### src/rtl/tdm_demux_1x8.sv
// tdm_demux_1x8: registered 1-to-8 demultiplexer.
// One serial lane is fanned back out to eight channel registers. The
// destination is picked either by a frame-aligned TDM slot counter (mode=0)
// or directly by the select input s (mode=1). All outputs are registered.
// N_CH is fixed at 8 because the select and slot are 3 bits wide.
module tdm_demux_1x8 #(
  parameter int DATA_W = 1,
  parameter int N_CH   = 8
) (
  input  logic                     clk,
  input  logic                     rst,
  input  logic [DATA_W-1:0]        din,
  input  logic                     din_valid,
  input  logic                     frame_start,
  input  logic                     mode,
  input  logic [2:0]               s,
  output logic [N_CH*DATA_W-1:0]   y,
  output logic [N_CH-1:0]          y_vld,
  output logic [2:0]               slot,
  output logic                     frame_done,
  output logic                     sync_err
);

  // TDM framing states
  localparam logic ST_HUNT = 1'b0;
  localparam logic ST_LOCK = 1'b1;

  logic              state_reg, state_next;
  logic [2:0]        slot_reg, slot_next;
  logic              wr_next;
  logic [2:0]        dest_next;
  logic              frame_done_reg, frame_done_next;
  logic              sync_err_reg, sync_err_next;
  logic [N_CH-1:0]   y_vld_reg, y_vld_next;
  logic [DATA_W-1:0] ch_reg [N_CH];

  // Routing decision: which channel (if any) this beat writes, and how the
  // framing state advances. Direct mode parks the framer in HUNT so that a
  // return to TDM always needs a fresh frame_start to relock.
  always_comb begin
    state_next      = state_reg;
    slot_next       = slot_reg;
    wr_next         = 1'b0;
    dest_next       = 3'd0;
    frame_done_next = 1'b0;
    sync_err_next   = 1'b0;
    if (mode) begin
      state_next = ST_HUNT;
      slot_next  = 3'd0;
      if (din_valid) begin
        wr_next   = 1'b1;
        dest_next = s;
      end
    end else if (din_valid) begin
      if (frame_start) begin
        // Frame alignment always lands on channel 0; a start that arrives
        // mid-frame abandons the partial frame and flags the slip.
        wr_next       = 1'b1;
        dest_next     = 3'd0;
        slot_next     = 3'd1;
        state_next    = ST_LOCK;
        sync_err_next = (state_reg == ST_LOCK) && (slot_reg != 3'd0);
      end else if (state_reg == ST_LOCK) begin
        wr_next         = 1'b1;
        dest_next       = slot_reg;
        slot_next       = slot_reg + 3'd1;
        frame_done_next = (slot_reg == 3'd7);
      end
      // HUNT without frame_start: beat is dropped.
    end
  end

  // Per-channel write decode and data registers
  genvar gi;
  generate
    for (gi = 0; gi < N_CH; gi++) begin : g_ch
      assign y_vld_next[gi] = wr_next && (dest_next == 3'(gi));

      // Channel register: loads din only when its strobe fires, else holds
      always_ff @(posedge clk) begin
        if (rst) begin
          ch_reg[gi] <= '0;
        end else if (y_vld_next[gi]) begin
          ch_reg[gi] <= din;
        end
      end

      assign y[gi*DATA_W +: DATA_W] = ch_reg[gi];
    end
  endgenerate

  // Framer state, slot counter and single-cycle status strobes
  always_ff @(posedge clk) begin
    if (rst) begin
      state_reg      <= ST_HUNT;
      slot_reg       <= 3'd0;
      y_vld_reg      <= '0;
      frame_done_reg <= 1'b0;
      sync_err_reg   <= 1'b0;
    end else begin
      state_reg      <= state_next;
      slot_reg       <= slot_next;
      y_vld_reg      <= y_vld_next;
      frame_done_reg <= frame_done_next;
      sync_err_reg   <= sync_err_next;
    end
  end

  assign y_vld      = y_vld_reg;
  assign slot       = slot_reg;
  assign frame_done = frame_done_reg;
  assign sync_err   = sync_err_reg;

endmodule

### config.mk
export PLATFORM = sky130hd
export DESIGN_NAME = tdm_demux_1x8
export DESIGN_NICKNAME = d
export VERILOG_FILES = /design/src/rtl/tdm_demux_1x8.sv
export SDC_FILE = /design/constraint.sdc
export NUM_CORES = 1
export LEC_CHECK = 0
export ABC_AREA = 0
export BUFFER_PORTS_ARGS = -buffer_cell sky130_fd_sc_hd__clkbuf_2
export CAP_MARGIN = 20
export CORE_MARGIN = 2
export CORE_UTILIZATION = 35
export CTS_BUF_LIST = sky130_fd_sc_hd__clkbuf_2 sky130_fd_sc_hd__clkbuf_4 sky130_fd_sc_hd__clkbuf_8
export DETAILED_ROUTE_END_ITERATION = 7
export SYNTH_ARGS = -nofsm -noshare
export SYNTH_HDL_FRONTEND = slang
export SYNTH_SLANG_ARGS = --single-unit
export TNS_END_PERCENT = 30
### constraint.sdc
create_clock -name clk -period 1.8 [get_ports clk]
set_input_delay 0.18 -clock clk [delete_from_list [all_inputs] [get_ports clk]]
set_output_delay 0.18 -clock clk [all_outputs]
set_load 0.03 [all_outputs]
==> results.toml <==
[place]
post-dp-hpwl_um = 1508
placed_cells = 146
place_congestion = 0.7451
port_buffers = 29

[yosys]
netlist_instances = 93
synth_warnings = 0
synth_area_sq_um = 1031
synth_nets = 105
yosys.area_share.simple = 0.2427
async_reset_ff_frac = 0
avgSynthCellArea_sq_um = 11.09
synth.area.top_cells = "dfxtp_1 (27%), edfxtp_1 (23%), nor4_2 (7.3%), nor4_1 (6.1%), o31ai_1 (5.8%)"
synth_compound_area_frac = 0.1408
yosys_most_used_dff = "dfxtp_1"
synth_seq_cells = 22
synth_top_area_share = 0.2718
synth_top_family_by_area = "simple AND/OR/NAND/NOR gates"
synth-seq-area-share = 0.5049
synth_xor_xnor_area_share = 0
synth_edf_count = 8
synth_top_area_cell = "dfxtp_1"
yosysUniqueCellTypes = 30
synthAdderAreaFrac = 0.03641
muxShareOfSynthArea = 0

[clocking]
cts_sinks = 22
tritoncts = "yes"
cts_buffer_depth = 2
clk_pin_slew_worst_paths_ns = 0.12
ctsRootBufferMaster = "clkbuf_4"
clk_latency_ns = 0.31
post_cts_buffers = 0
cts.htree.levels = 1
cts_made_buffers = 3

[critical_path]
required_ns = 1.82
slowest_stage = "dfxtp_1"
end_kind = "flop"
cp_cell_sequence = "nand4bb_1 > a21bo_1 > o31ai_1"
cpPeakStageDelay_ns = 0.46
cpLargestDelayFamily = "compound AO/OA/AOI/OAI gates"
crit_type = "flop to flop"
worst_setup_path_start_kind = "flop"
timing.rr.start = "state_reg"
worst-path-buf-inv = 0
critical_path.startpoint = "state_reg"
cp_max_fo = 12
crit_arrival_ns = 1.61

[sta]
slew_headroom = 0.6528
fin_crit_ns = 1.596
fin_crit_sh = 0.8868
tightestPinTransition_ns = 0.5208
clock_skew_ns = 0.007456
drv_slew = 0
fmax_mhz = 626.5
hold_slack_ns = 0.2010
setup_viol = 0
finalHoldViolCount = 0
rsz0062_at_grt = "no"
fin_tns_setup_ns = 0

[die]
coreArea_sq_um = 2781
start_util = 0.3707
die_w_um = 58.28
ioPinCount = 30
rows = 19
die_area_sq_um = 3396
dieHeight_um = 58.28

[layout]
final-seq-area_sq_um = 520.5
fillCellCount = 276
multi_input_area_sq_um = 440.4
n_antenna_cell = 0
utilization = 0.4354
drive_gt1_frac = 0.3866
final_nets = 132
layoutNonFillerInstCount = 150
synthToLayoutAreaGrowth_pct = 17.48

[detailed_routing]
ant_nets = 0
vias_per_cell = 5.420
wl_met1_um = 853
wl_um = 2016
wl_met3_um = 119
drcViolationCount = 0
drt_iter0_drc = 9
dr_total_vias = 813
drtPass1Iterations = 2
top_layer_used = "met4"
routedWlPerCell_um = 13.44
wl_met2_um = 989

[grt]
track_usage = 0.1348
antenna_found_initial = 0
grt_pass1_wl_um = 3387
grt_max_degree = 13
grt_overflow_total = 0
grt_pass1_vias = 761

[power_and_ir_drop]
leakage_nw = 0.4759
cellPowerDensity_nw_per_um2 = 761.2
finalPower_mw = 0.9219
vdd_ir_drop_max_mv = 0.4188

[hold_path]
min_from = "frame_start"
hp-class = "primary input to flop"

[outcome]
status = "complete, no violations"

[flow_run]
cap_violations = 0
layout make-up:
type,count,share of cell area
clock buffer,4,0.02996
sequential,22,0.4298
inverter,4,0.01240
multi-input combinational,58,0.3636
tap,31,0.03202
timing repair buffer,31,0.1322
placed cells by master, fill, tap and decap left out, drive strengths merged:
cell	instances
a21o	1
or2	1
a21oi	3
nor2	3
dfxtp	14
o31ai	8
clkinv	1
inv	3
nor4	16
nand4bb	1
nand2	5
o311ai	1
nand3	1
o21ai	2
a32oi	2
buf	2
ha	3
edfxtp	8
a21bo	1
a21boi	1
a31o	1
nor3	2
nor2b	3
and2	1
clkbuf	33
and4bb	2
kinds of logic (layout without fill, tap and decap cells):
kind of cell    after synthesis  count (layout)
simple gates                 35              35
flops                        22              22
compound gates               20              20
buf+inv                      13              39
fa+ha+maj                     3               3
power by group:
| group | switching [mW] | total, mW | internal [mW] |
|---|---|---|---|
| sequential | 0.00487 | 0.531 | 0.526 |
| clock | 0.146 | 0.270 | 0.124 |
| combinational | 0.0849 | 0.120 | 0.0356 |
cell usage after synthesis, types with 2 or more instances:
cell       n
a21oi_1    3
a32oi_1    2
buf_2      5
buf_6      3
dfxtp_1   14
edfxtp_1   8
ha_1       3
inv_1      3
nand2_1    5
nor2_1     3
nor2b_1    3
nor3_1     2
nor4_1    10
nor4_2     6
o31ai_1    8
metal layers:
metal  GRT usage  vias to the layer above
li1            -                      412
met4     0.08970                        0
met2      0.2231                       21
met3     0.03125                        5
met1      0.1534                      375
met5           0                        -
through the flow:
| stage | setup WS, ns | area (sq um) |
|---|---|---|
| after CTS | 0.02981 | 1204 |
| after global placement | 0.1166 | 1167 |
| final | 0.2038 | 1211 |
| after floorplan | 0.1790 | 1031 |
| after detailed placement | 0.01643 | 1167 |
| after global routing | 0.09378 | 1211 |
path summary, 6_finish.rpt:
kind                   to  slack, ns  depth (start not counted)
min              sync_err       0.20                          3
max          ch_reg[0][2]       0.20                          3
max reg2reg  ch_reg[0][2]       0.20                          3
min reg2reg       slot[0]       0.56                          2
tightest hold or removal path: stages:
cell and delay (ns):
clkbuf_2 0.14, nand3_1 0.11, nor3_1 0.05
what timing repair did:
item,4_1_cts,5_1_grt
endpoints found under the setup margin,0,12
hold buffers,0,0
gates resized for setup,0,2
(Power assumes the default switching activity.)
